<file path="src/rtl/seven_seg_scan_pkg.sv">
// Shared constants and types for the multiplexed seven-segment scanner.
// Segment codes are logical (active-high), bit order {g,f,e,d,c,b,a}.
package seven_seg_scan_pkg;

    localparam int N_DIGITS = 7;
    localparam int DP_INDEX = 3;

    localparam logic [6:0] SEG_0    = 7'h3F;
    localparam logic [6:0] SEG_1    = 7'h06;
    localparam logic [6:0] SEG_2    = 7'h5B;
    localparam logic [6:0] SEG_3    = 7'h4F;
    localparam logic [6:0] SEG_4    = 7'h66;
    localparam logic [6:0] SEG_5    = 7'h6D;
    localparam logic [6:0] SEG_6    = 7'h7D;
    localparam logic [6:0] SEG_7    = 7'h07;
    localparam logic [6:0] SEG_8    = 7'h7F;
    localparam logic [6:0] SEG_9    = 7'h6F;
    localparam logic [6:0] SEG_DASH = 7'h40;
    localparam logic [6:0] SEG_OFF  = 7'h00;

    typedef enum logic {
        IDLE,
        SCAN
    } state_t;

endpackage

</file>
<file path="src/rtl/seven_seg_scan_if.sv">
// Physical display bus: shared segments, decimal point, per-digit anodes
// and the snapshot strobe.
interface seven_seg_scan_if;
    import seven_seg_scan_pkg::*;

    logic [6:0]          seg;
    logic                dp;
    logic [N_DIGITS-1:0] an;
    logic                frame_done;

    modport master (output seg, dp, an, frame_done);
    modport slave  (input  seg, dp, an, frame_done);

endinterface

</file>
<file path="src/rtl/seven_seg_scan_seg7_decode.sv">
// Combinational 8-bit digit code to logical seven-segment pattern.
// Codes outside 0..9 show a dash.
module seg7_decode
    import seven_seg_scan_pkg::*;
(
    input  logic [7:0] code,
    output logic [6:0] seg
);

    always_comb begin
        seg = SEG_DASH;
        case (code)
            8'd0:    seg = SEG_0;
            8'd1:    seg = SEG_1;
            8'd2:    seg = SEG_2;
            8'd3:    seg = SEG_3;
            8'd4:    seg = SEG_4;
            8'd5:    seg = SEG_5;
            8'd6:    seg = SEG_6;
            8'd7:    seg = SEG_7;
            8'd8:    seg = SEG_8;
            8'd9:    seg = SEG_9;
            default: seg = SEG_DASH;
        endcase
    end

endmodule

</file>
<file path="src/rtl/seven_seg_scan.sv">
// Seven-digit time-multiplexed display driver with dead time,
// leading-zero blanking, fixed decimal point and per-frame snapshots.
module seven_seg_scan
    import seven_seg_scan_pkg::*;
#(
    parameter int CLK_HZ      = 50000000,
    parameter int SCAN_HZ     = 1000,
    parameter int DEAD_CYCLES = 500,
    parameter int LZ_BLANK    = 1,
    parameter int ACTIVE_LOW  = 1
) (
    input  logic             clk,
    input  logic             reset,
    input  logic             enable,
    input  logic [7:0]       min_zehner,
    input  logic [7:0]       min_einer,
    input  logic [7:0]       sek_zehner,
    input  logic [7:0]       sek_einer,
    input  logic [7:0]       sek_zehntel,
    input  logic [7:0]       sek_hundertstel,
    input  logic [7:0]       sek_tausendstel,
    seven_seg_scan_if.master disp
);

    localparam int DIV   = CLK_HZ / SCAN_HZ;
    localparam int CNT_W = $clog2(DIV);

    localparam logic [CNT_W-1:0] CNT_LAST = CNT_W'(DIV - 1);
    localparam logic [CNT_W-1:0] CNT_DEAD = CNT_W'(DEAD_CYCLES);

    localparam logic [6:0] SEG_INV = (ACTIVE_LOW != 0) ? 7'h7F : 7'h00;
    localparam logic       DP_INV  = (ACTIVE_LOW != 0);

    if (DIV < 4) begin : g_bad_div
        $error("seven_seg_scan: CLK_HZ/SCAN_HZ must be at least 4");
    end
    if (DEAD_CYCLES >= DIV) begin : g_bad_dead
        $error("seven_seg_scan: DEAD_CYCLES must be below CLK_HZ/SCAN_HZ");
    end

    logic [7:0]       digits [N_DIGITS];
    logic [7:0]       snap_q [N_DIGITS];
    logic [7:0]       snap_d [N_DIGITS];
    state_t           state_q, state_d;
    logic [2:0]       index_q, index_d;
    logic [CNT_W-1:0] cnt_q, cnt_d;
    logic [6:0]       seg_q, seg_d;
    logic [6:0]       an_q, an_d;
    logic             dp_q, dp_d;
    logic             fd_q, fd_d;
    logic [6:0]       seg_logic;
    logic [2:0]       lz;
    logic             blank;

    assign digits[0] = min_zehner;
    assign digits[1] = min_einer;
    assign digits[2] = sek_zehner;
    assign digits[3] = sek_einer;
    assign digits[4] = sek_zehntel;
    assign digits[5] = sek_hundertstel;
    assign digits[6] = sek_tausendstel;

    seg7_decode u_decode (
        .code (snap_q[index_q]),
        .seg  (seg_logic)
    );

    // A leading digit blanks only if every higher-order digit is blank too
    assign lz[0] = (LZ_BLANK != 0) && (snap_q[0] == 8'd0);
    assign lz[1] = lz[0] && (snap_q[1] == 8'd0);
    assign lz[2] = lz[1] && (snap_q[2] == 8'd0);
    assign blank = (index_q < 3'd3) ? lz[index_q[1:0]] : 1'b0;

    always_comb begin
        state_d = state_q;
        index_d = index_q;
        cnt_d   = cnt_q;
        snap_d  = snap_q;
        fd_d    = 1'b0;
        seg_d   = SEG_INV;
        an_d    = SEG_INV;
        dp_d    = DP_INV;
        unique case (state_q)
            IDLE: begin
                if (enable) begin
                    snap_d  = digits;
                    index_d = 3'd0;
                    cnt_d   = '0;
                    fd_d    = 1'b1;
                    state_d = SCAN;
                end
            end
            SCAN: begin
                if (!enable) begin
                    state_d = IDLE;
                    index_d = 3'd0;
                    cnt_d   = '0;
                end else begin
                    if (cnt_q >= CNT_DEAD && !blank) begin
                        an_d  = SEG_INV ^ (7'h40 >> index_q);
                        seg_d = SEG_INV ^ seg_logic;
                        dp_d  = DP_INV ^ (index_q == 3'(DP_INDEX));
                    end
                    if (cnt_q == CNT_LAST) begin
                        cnt_d = '0;
                        if (index_q == 3'(N_DIGITS - 1)) begin
                            index_d = 3'd0;
                            snap_d  = digits;
                            fd_d    = 1'b1;
                        end else begin
                            index_d = index_q + 3'd1;
                        end
                    end else begin
                        cnt_d = cnt_q + 1'b1;
                    end
                end
            end
            default: state_d = IDLE;
        endcase
    end

    always_ff @(posedge clk) begin
        if (reset) begin
            state_q <= IDLE;
            index_q <= 3'd0;
            cnt_q   <= '0;
            seg_q   <= SEG_INV;
            an_q    <= SEG_INV;
            dp_q    <= DP_INV;
            fd_q    <= 1'b0;
            for (int i = 0; i < N_DIGITS; i++) snap_q[i] <= 8'd0;
        end else begin
            state_q <= state_d;
            index_q <= index_d;
            cnt_q   <= cnt_d;
            seg_q   <= seg_d;
            an_q    <= an_d;
            dp_q    <= dp_d;
            fd_q    <= fd_d;
            snap_q  <= snap_d;
        end
    end

    assign disp.seg        = seg_q;
    assign disp.an         = an_q;
    assign disp.dp         = dp_q;
    assign disp.frame_done = fd_q;

endmodule

</file>
<file path="src/flat_wrapper.sv">
// flat-port wrapper written by rule: the top's interface ports become plain ports
module seven_seg_scan_flat import seven_seg_scan_pkg::*;
#(
    parameter int CLK_HZ      = 50000000,
    parameter int SCAN_HZ     = 1000,
    parameter int DEAD_CYCLES = 500,
    parameter int LZ_BLANK    = 1,
    parameter int ACTIVE_LOW  = 1
)
  (clk, reset, enable, min_zehner, min_einer, sek_zehner, sek_einer, sek_zehntel, sek_hundertstel, sek_tausendstel, disp_seg, disp_dp, disp_an, disp_frame_done);
  seven_seg_scan_if disp_i ();
  input  logic clk;
  input  logic reset;
  input  logic enable;
  input  logic [7:0] min_zehner;
  input  logic [7:0] min_einer;
  input  logic [7:0] sek_zehner;
  input  logic [7:0] sek_einer;
  input  logic [7:0] sek_zehntel;
  input  logic [7:0] sek_hundertstel;
  input  logic [7:0] sek_tausendstel;
  output wire logic [$bits(disp_i.seg)-1:0] disp_seg;
  output wire logic [$bits(disp_i.dp)-1:0] disp_dp;
  output wire logic [$bits(disp_i.an)-1:0] disp_an;
  output wire logic [$bits(disp_i.frame_done)-1:0] disp_frame_done;
  assign disp_seg = disp_i.seg;
  assign disp_dp = disp_i.dp;
  assign disp_an = disp_i.an;
  assign disp_frame_done = disp_i.frame_done;
  seven_seg_scan #(.CLK_HZ(CLK_HZ), .SCAN_HZ(SCAN_HZ), .DEAD_CYCLES(DEAD_CYCLES), .LZ_BLANK(LZ_BLANK), .ACTIVE_LOW(ACTIVE_LOW)) u_core (.clk(clk), .reset(reset), .enable(enable), .min_zehner(min_zehner), .min_einer(min_einer), .sek_zehner(sek_zehner), .sek_einer(sek_einer), .sek_zehntel(sek_zehntel), .sek_hundertstel(sek_hundertstel), .sek_tausendstel(sek_tausendstel), .disp(disp_i));
endmodule
</file>
<file path="config.mk">
export PLATFORM = sky130hd
export DESIGN_NAME = seven_seg_scan_flat
export DESIGN_NICKNAME = d
export VERILOG_FILES = /design/src/rtl/seven_seg_scan_pkg.sv /design/src/rtl/seven_seg_scan_if.sv /design/src/rtl/seven_seg_scan_seg7_decode.sv /design/src/rtl/seven_seg_scan.sv /design/src/flat_wrapper.sv
export SDC_FILE = /design/constraint.sdc
export NUM_CORES = 1
export LEC_CHECK = 0
export ABC_AREA = 1
export BUFFER_PORTS_ARGS = -buffer_cell sky130_fd_sc_hd__buf_4
export CORE_ASPECT_RATIO = 1.25
export CORE_MARGIN = 1
export CORE_UTILIZATION = 35
export CTS_CLUSTER_SIZE = 24
export DETAILED_ROUTE_END_ITERATION = 8
export PLACE_DENSITY = 0.55
export RECOVER_POWER = 25
export SLEW_MARGIN = 20
export SYNTH_ARGS = -nofsm -noshare
export SYNTH_HDL_FRONTEND = slang
export SYNTH_SLANG_ARGS = --single-unit
</file>
<file path="constraint.sdc">
create_clock -name clk -period 2.1 [get_ports clk]
set_input_delay 0.105 -clock clk [delete_from_list [all_inputs] [get_ports clk]]
set_output_delay 0.105 -clock clk [all_outputs]
set_load 0.1 [all_outputs]
</file>
=== After elaboration in Yosys (flattened, before gate mapping) ===
Memory sizes are Yosys's and may differ from the RTL's.
Index checks and enable logic that the tools add are counted.

* Add/sub/neg operators: 2
* Magnitude comparators: 4
* Equality and inequality tests: 8
* Shift-type cells: 1
* Multiplexer cells: 26
* Bitwise gates (word level): 7
* Reductions and logical operators: 11

{| class="wikitable"
|+ Operators by type and width
! operator !! count
|-
| $mux W56 || 4
|-
| $pmux W56 S2 || 1
|-
| $mux W16 || 3
|-
| $pmux W16 S2 || 1
|-
| $bmux W8 S3 || 1
|-
| $logic_not A8 Y1 || 3
|-
| $add A16 B1 Y16 const B || 1
|-
| $eq A16 B16 Y1 const B || 1
|-
| $ge A16 B9 Y1 const B || 1
|-
| $mux W8 || 2
|-
| $not A7 Y7 || 2
|-
| $mux W3 || 4
|-
| $ne A2 B2 Y1 const B || 4
|-
| $mux W7 || 1
|-
| $shr A7 B3 Y7 const A || 1
|-
| $mux W1 || 6
|-
| $pmux W3 S2 || 1
|-
| $ge A4 B4 Y1 const B || 1
|-
| $logic_not A4 Y1 || 1
|-
| $not A1 Y1 || 4
|-
| $not A3 Y4 || 1
|-
| $reduce_and A4 Y1 || 1
|-
| $reduce_or A4 Y1 || 1
|-
| $add A3 B1 Y3 const B || 1
|-
| 10 further kinds || 12
|}

* Bits in registers: 92
* ROM bits: 112
* Input bits: 59
* Output and inout bits: 16
* Logic and storage cells: 74
* Memories kept: 1

{| class="wikitable"
|+ Memory list
! memory !! words !! bits a word !! rd ports !! clocked after Yosys merged registers in !! write ports !! line !! RTL
|-
| (name not given) || 16 || 7 || 1 || 0 || 0 || seven_seg_scan_seg7_decode.sv:12 || <nowiki>case (code)</nowiki>
|}

=== Depth between registers and ports, before layout ===
Gate-level depths: netlist of the first run.

* Depth after elaboration: 10
* Mapped depth: 14
* Gate-level depth less buffers: 13

=== Hierarchy ===
Synthesis of the first run repeated with hierarchy kept, for this count alone.

* Cells, all modules: 753
* Area total of the unflattened synthesis: 4864.7 um2

{| class="wikitable"
|+ By module, submodules not included
! module !! times used !! cells an instance !! area an instance (um2) !! sequential area each (um2)
|-
| seven_seg_scan || 1 || 712 || 4654.5 || 1821.7
|-
| seg7_decode || 1 || 41 || 210.2 || 0.0
|}

=== Least setup slack after synthesis of the first run ===
OpenSTA, ideal clock, no wires.

* Path kind: flip-flop to flip-flop
* Start: register u_core.index_q[0]
* End: register u_core.seg_q[3] (netlist: u_core.disp.seg[3])
* Library setup time: 0.136 ns
* Arrival time: 1.818 ns
* Data required time: 1.964 ns
* Setup slack: 0.146 ns
* Cell stages (with the launch flop): 13
* Buffers on the path: 1
* Clock period less this slack: 1.954 ns
* Cell sequence: dfxtp_1 > buf_2 > inv_2 > nor2_2 > a22oi_1 > nand2_1 > inv_1 > o21ai_0 > inv_1 > ha_1 > nand3_1 > nand3_1 > nand3_1

* Longest elaborated chain between the ends: 7
* Elaborated cells on any way between the ends: 16
* Those cells by class: order compare: 1; mux: 7; bitwise: 3; reduce/logical: 4; memory: 1

{| class="wikitable"
|+ Ends and longest elaborated chain
! item !! line !! RTL
|-
| from (decl) || seven_seg_scan.sv:45 || <nowiki>logic [2:0] index_q, index_d;</nowiki>
|-
| from (signal assigned) || seven_seg_scan.sv:134 || <nowiki>index_q <= index_d;</nowiki>
|-
| $not A3 Y4 (implied by the code) or $bmux W1 S2 (tied branches) || seven_seg_scan.sv:64, seven_seg_scan.sv:72 ||
|-
| $bmux W8 S3 or $mux W1 (tied branches) || seven_seg_scan.sv:64, seven_seg_scan.sv:72 ||
|-
| $mux W8 (implied by the code) or $mux W1 (tied branches) || seven_seg_scan.sv:64, seven_seg_scan.sv:72 ||
|-
| $mux W8 (implied by the code) or $logic_not A1 Y1 (tied branches) || seven_seg_scan.sv:64, seven_seg_scan.sv:99 ||
|-
| $mem_v2 Z16 W7 (tied with other cells) || -- ||
|-
| $mux W7 or $not A1 Y1 (tied branches) || -- ||
|-
| $not A7 Y7 (no source line) or $reduce_or A4 Y1 (tied branches) || -- ||
|-
| to (signal assigned) || seven_seg_scan.sv:136 || <nowiki>seg_q <= seg_d;</nowiki>
|-
| to (decl) || seven_seg_scan.sv:47 || <nowiki>logic [6:0] seg_q, seg_d;</nowiki>
|}

Parallel ways exist; a longest one is shown, timed or not. The select of a mux whose other input is x is not followed.
A chain may end at the register's enable or synchronous reset.

=== Worst setup path in the final report of the first run ===
Same ends and word-level chain as after synthesis.

==> results.cfg, run 1 <==
[cts]
clk_pin_slew_ns = 0.06
postCtsSetupBuffers = 0
clk_latency_ns = 0.34
numCtsBuffers = 9
htree_levels = 3
hold_buffers = 0
cts_tree = yes
clkSinkCount = 91
clockRootBuffer = clkbuf_16
clock_tree.buffer_depth = 2

[power]
power.leakage_nw = 2.42
p_seq_share_pct = 45.0
internal-power_w = 0.00313
powerDensity_nw_per_um2 = 740
switching_share_pct = 24.8
switchingPower_w = 0.00103
ir_drop_v = 0.000342
p_comb_share_pct = 13.6
fin_total_pwr_w = 0.00416
clockPowerShare_pct = 41.3

[route]
vias_per_cell = 4.82
num_vias = 4433
drt-pass1-iter-count = 4
wire_per_inst_microns = 12.8
detailedRoute.firstIterationViolations = 244
drc = 0
ant_nets = 0
routed_wl_microns = 11800

[synth]
synthTopCellsByArea = dfxtp_1 (39%), nand2_1 (15%), nand3b_1 (9.0%)
syn_avg_cell_area_sq_um = 6.78
syn-num-nets = 758
ys_seq_area_share_pct = 38.9
ys_top_cells_by_count = nand2_1 (186), nor2_1 (104), dfxtp_1 (91)
yosysWarnings = 0
syn_area_sq_um = 4680
ys_ff_latch = 91
synth_cells = 691
synth_edf_count = 0
synthDominantCellAreaShare_pct = 38.9
yosys_most_used_dff = dfxtp_1
synth_top_area_cell = dfxtp_1
async_flop_share_pct = 0
synthMostInstantiatedCell = nand2_1
yosysUniqueCellTypes = 25

[final_layout]
fillCellCount = 1393
syn2layout_area_growth_pct = 20.0
fin_nets = 815
finalNonFillerCells = 920
regArea_sq_um = 1820
antenna_cells = 0
multiInputGateArea_sq_um = 2480
drive_gt1_share_pct = 14.0

[sta]
fin_crit_sh_pct = 88.2
setup_viol = 0
slew_violations = 0
tns_ns = 0
max_slew_margin_pct = 18.5
holdWs_ns = 0.0353
rsz0062_at_grt = no
finalCriticalPeriod_ns = 1.85
fin_worst_skew_ns = 0.00730
fmax_ghz = 0.540
hold_violations = 0
worst_pin_slew_ns = 1.23

[worst_setup_path]
worstPathMaxFanout = 7
r2r-start = u_core.index_q[0]
crit_start = u_core.index_q[0]
worstPathRequired_ns = 2.30
critPathArrivalTime_ns = 2.05
cp-end-kind = register
start_kind = register
crit_type = reg -> reg

[global_route]
first_global_vias = 4311
track_usage_pct = 17.6
grt_pass1_wl_microns = 19700
grt_overflow = 0
grt_max_degree = 67
antenna_found_initial = 0

[floorplanning]
die_h_microns = 131
rows = 46
die_x_microns = 105
fp.coreArea_sq_um = 12900
num_io_pins = 75
die_area_sq_um = 13900
start_util_pct = 36.3

[worst_hold_path]
hold_class = in -> reg
min_from = enable

[placement]
gp_congestion = 0.848
io_buffers = 74
post-place-cells = 905
hpwl_microns = 8480

[status]
status = finished, final reports clean

[flow_run]
maxCapViolCount = 0
-- layout by cell type, fill, tap and decap left out, types with 8 or more instances in the layout --
cell type  instances
nand2_1          186
nor2_1           104
dfxtp_1           89
a21oi_1           77
buf_4             69
nand3b_1          56
nand3_1           43
inv_1             36
o21ai_0           19
clkbuf_1          17
clkbuf_16          9
ha_1               8
-- metrics by stage --
stage          setup WS (ns)  instance area (sq um)  utilization [%]
2_1_floorplan          0.146                   4680                -
3_3_place_gp           0.178                   5360             41.6
3_5_place_dp          0.0650                   5360             41.6
4_1_cts               0.0585                   5680             44.0
5_1_grt               0.0166                   5620             43.6
6_report               0.248                   5620             43.6
-- power groups by stage --
stage                     Combinational [W]  Sequential, W  Clock [W]
after floorplan                    0.000397        0.00189          0
after global routing               0.000650        0.00188    0.00184
after CTS                          0.000574        0.00187    0.00176
final                              0.000567        0.00187    0.00172
after global placement             0.000567        0.00191          0
after detailed placement           0.000572        0.00191          0
-- logic make-up (layout without fill, tap and decap cells) --
kind of cell	Yosys count	count (layout)	share of synthesized area, %
and+or+nand+nor	404	404	39.0
AOI/OAI and AO/OA	104	104	11.4
DFF	91	91	38.9
buffers and inverters	84	145	8.55
adders and majority gates	8	8	2.14
-- state kept, by name, summed over array words and instances (netlist names) --
register	flops
u_core.snap_q	56
u_core.cnt_q	16
u_core.disp.seg	7
u_core.disp.an	6
u_core.index_q	3
u_core.disp.dp	1
u_core.disp.frame_done	1
u_core.state_q	1
-- critical path, cell delays in order, from the launching register on --
cell	delay, ns
dfxtp_2	0.38
nor2_4	0.17
buf_4	0.16
nand2_1	0.07
nand3_1	0.07
nand2_1	0.06
nand2_1	0.14
inv_1	0.11
ha_1	0.29
nand3_1	0.09
nand3_1	0.10
nand3_1	0.08
-- routing by layer --
layer  part of all wire [%]  vias up  global-route usage [%]
li1                       -     2343                       -
met1                     44     1994                    20.9
met2                     50       73                    30.6
met3                    3.9       23                    3.27
met4                    2.1        0                    7.20
met5                      0        -                       0
-- layout make-up --
cell class	instances	area share (%)
clock inverters	5	1.38
flip-flops and latches	91	32.4
well taps	168	3.74
multi-input cells	516	44.0
inverters	41	2.74
clock buffers	10	4.25
repair buffers	89	11.4
-- worst paths after layout --
check	slack, ns	cells after the start	endpoint
hold / removal	0.04	3	u_core.state_q
setup / recovery	0.25	11	u_core.disp.seg[3]
hold reg to reg	0.48	2	u_core.snap_q[44]
setup reg to reg	0.25	11	u_core.disp.seg[3]
-- timing repair --
item / 4_1_cts / 5_1_grt
setup endpoints to repair: 0 / 15
gates resized for setup: 0 / 5
endpoints found under the hold margin: 0 / 0
Power figures use the tool's default switching activity.
==> run 2, diff against run 1 <==
--- a/config.mk
+++ b/config.mk
@@ -7,6 +7,7 @@
 export LEC_CHECK = 0
 export ABC_AREA = 1
 export BUFFER_PORTS_ARGS = -buffer_cell sky130_fd_sc_hd__buf_4
+export CAP_MARGIN = 20
 export CORE_ASPECT_RATIO = 1.25
 export CORE_MARGIN = 1
 export CORE_UTILIZATION = 35
@@ -17,4 +18,5 @@
 export SLEW_MARGIN = 20
 export SYNTH_ARGS = -nofsm -noshare
 export SYNTH_HDL_FRONTEND = slang
+export SYNTH_HIERARCHICAL = 1
 export SYNTH_SLANG_ARGS = --single-unit
==> run 2 against run 1 <==
Effect of this change: synthesized cell count rose by 9.0%; combinational power fell by 3.5%; critical path depth fell by 2; register-to-register slack got worse by 0.12 ns; global-route usage rose by 0.91 points; clock power fell by 4%; worst hold slack improved by 0.012 ns; die area rose by 3.8%; sequential power barely moved; power fell by 2.0%; via count rose by 8.3%; critical endpoint is now u_core/disp.seg[5].
==> results.cfg, run 2 <==
[power]
internal-power_w = 0.00303
ir_drop_v = 0.000383
powerDensity_nw_per_um2 = 683
p_seq_share_pct = 46.1
power.leakage_nw = 2.74
switching_share_pct = 25.6
switchingPower_w = 0.00104
clockPowerShare_pct = 40.5
fin_total_pwr_w = 0.00408
p_comb_share_pct = 13.4

[floorplanning]
die_area_sq_um = 14400
die_h_microns = 134
fp.coreArea_sq_um = 13400
start_util_pct = 36.3
rows = 47
die_x_microns = 107
num_io_pins = 75

[sta]
fin_worst_skew_ns = 0.00663
rsz0062_at_grt = yes
fmax_ghz = 0.506
max_slew_margin_pct = 15.5
finalCriticalPeriod_ns = 1.98
fin_crit_sh_pct = 94.1
hold_violations = 0
setup_viol = 0
tns_ns = 0
slew_violations = 0
worst_pin_slew_ns = 1.27

[final_layout]
regMostFlops = u_core/snap_q
finalNonFillerCells = 993
fillCellCount = 1444
layout_commonest_cell = nand2_1
final_cell_mix = nand2_1 (156), inv_1 (110), nor2_1 (106), nand3_1 (92), dfxtp_1 (89)
fin_util_pct = 44.5
drive_gt1_share_pct = 16.4
syn2layout_area_growth_pct = 22.7
antenna_cells = 0
fin_area_sq_um = 5970
fin_nets = 884
largest_register_ffs = 56

[worst_setup_path]
cp-end-kind = register
critPathMostFrequentCell = nand2_1
max_stage_delay_ns = 0.42
cp_top_family = simple AND/OR/NAND/NOR gates
reg2reg_depth = 9
path_buf_inv = 1
r2r-end = u_core/disp.seg[5]
critPathArrivalTime_ns = 2.19
worstPathRequired_ns = 2.31
crit_type = reg -> reg
start_kind = register
crit_chain = inv_1, nand2_1, nor2_4, a221oi_2, nand2_1, o21ai_1, nand2_4, nor2_1, nand3_1
reg2reg_slack_ns = 0.12
worstPathMaxFanout = 9
r2r-start = u_core/index_q[0]
crit_slowest_cell = dfxtp_4

[synth]
synthDominantCellAreaShare_pct = 37.4
synth_cells = 753
yosysWarnings = 6
syn_area_sq_um = 4860
ys_ff_latch = 91
yosysUniqueCellTypes = 31
synthTopCellsByArea = dfxtp_1 (37%), nand2_1 (12%), nand3_1 (9.5%)
syn-num-nets = 820
synthMostInstantiatedCell = nand2_1
ys_top_cells_by_count = nand2_1 (160), inv_1 (113), nor2_1 (109)
synth_top_area_cell = dfxtp_1
ys_seq_area_share_pct = 37.4
synth_edf_count = 0
async_flop_share_pct = 0
syn_avg_cell_area_sq_um = 6.46
yosys_most_used_dff = dfxtp_1

[placement]
post-place-cells = 975
gp_congestion = 0.924
hpwl_microns = 9250
dpl_cell_area_sq_um = 5590
io_buffers = 74

[cts]
clk_pin_slew_ns = 0.06
numCtsBuffers = 9
clock_tree.buffer_depth = 2
clk_latency_ns = 0.34
cts_tree = yes
clockRootBuffer = clkbuf_16
htree_levels = 3
hold_buffers = 0
clkSinkCount = 91

[global_route]
grt_pass1_wl_microns = 21000
track_usage_pct = 18.5
grt_max_degree = 116
grt_overflow = 0
antenna_found_initial = 0
first_global_vias = 4469

[route]
ant_nets = 0
routed_wl_microns = 13000
num_vias = 4803
drc = 0
detailedRoute.firstIterationViolations = 215
vias_per_cell = 4.84
drt-pass1-iter-count = 4
wire_per_inst_microns = 13.1

[worst_hold_path]
hold_end = u_core/index_q[1]
whs_path_depth = 2
hold_class = in -> reg
min_from = reset

[flow_run]
maxCapViolCount = 0

[status]
status = finished, final reports clean
==> run 2: cell count changes in the layout (fill, tap and decap cells not counted), moves of 4 or more <==
cell      previous run  this run
o221ai_1             0         4
inv_1               36       110
nor3_1               0         4
a21oi_2              1        11
nand3b_1            56         2
a21oi_1             77        70
buf_4               69        73
o21ai_0             19        11
nand3_1             43        92
nand2_1            186       156
==> run 2: layer usage <==
layer / up-vias / wire length [microns] / track usage, %
li1: 2515 / - / -
met1: 2187 / 5730 / 22.6
met2: 81 / 6520 / 32.5
met3: 20 / 476 / 3.30
met4: 0 / 278 / 6.01
met5: - / 0 / 0
==> run 2: metrics by stage <==
stage                     hold WS (ns)  worst slack, ns
after floorplan                  0.250           0.0499
after global placement           0.409          -0.0266
after detailed placement         0.419           -0.123
after CTS                       0.0538           0.0163
after global routing            0.0621          -0.0238
final                           0.0476            0.124
==> run 2: cell families after synthesis <==
kind of cell	synth area share, %
simple gates	33.0
compound gates	14.0
buf+inv	13.5
fa+ha+maj	2.06
flops	37.4
==> run 2: how the worst max path moves through the flow <==
stage,from,depth (start not counted),slack (ns),end
after floorplan,u_core/index_q[0],14,0.05,u_core/disp.seg[3]
after global placement,u_core/index_q[1],12,-0.03,u_core/disp.seg[0]
after detailed placement,u_core/index_q[1],12,-0.12,u_core/disp.seg[5]
after CTS,u_core/index_q[1],12,0.02,u_core/disp.seg[5]
after global routing,u_core/index_q[0],13,-0.02,u_core/disp.seg[5]
final,u_core/index_q[0],9,0.12,u_core/disp.seg[5]
==> run 2: timing repair <==
item                       4_1_cts  5_1_grt
setup endpoints to repair        6       17
pin swaps                        0        4
resized for setup                6       26
setup buffers                    0        2
==> run 2: area by class of cell <==
cell class	count	area [sq um]	area share [%]
clock buffers	13	260	4.36
repair buffers	94	672	11.3
multi-input cells	505	2510	42.0
clock inverters	3	46.3	0.775
well taps	171	214	3.58
inverters	116	442	7.40
flip-flops and latches	91	1830	30.6
==> run 2: worst reg2reg max path: cells and delay by family, from the launching register on <==
kind                   cells  cell delay [ns]
AND/OR/NAND/NOR            6             0.73
flip-flops                 1             0.42
AO/OA/AOI/OAI              2             0.62
buffers and inverters      1             0.08
==> run 2: power groups by stage <==
stage,Sequential (W),Combinational (W),Clock [W]
2_1_floorplan,0.00190,0.000371,0
3_3_place_gp,0.00191,0.000535,0
3_5_place_dp,0.00191,0.000541,0
4_1_cts,0.00188,0.000544,0.00169
5_1_grt,0.00189,0.000625,0.00177
6_report,0.00188,0.000547,0.00165
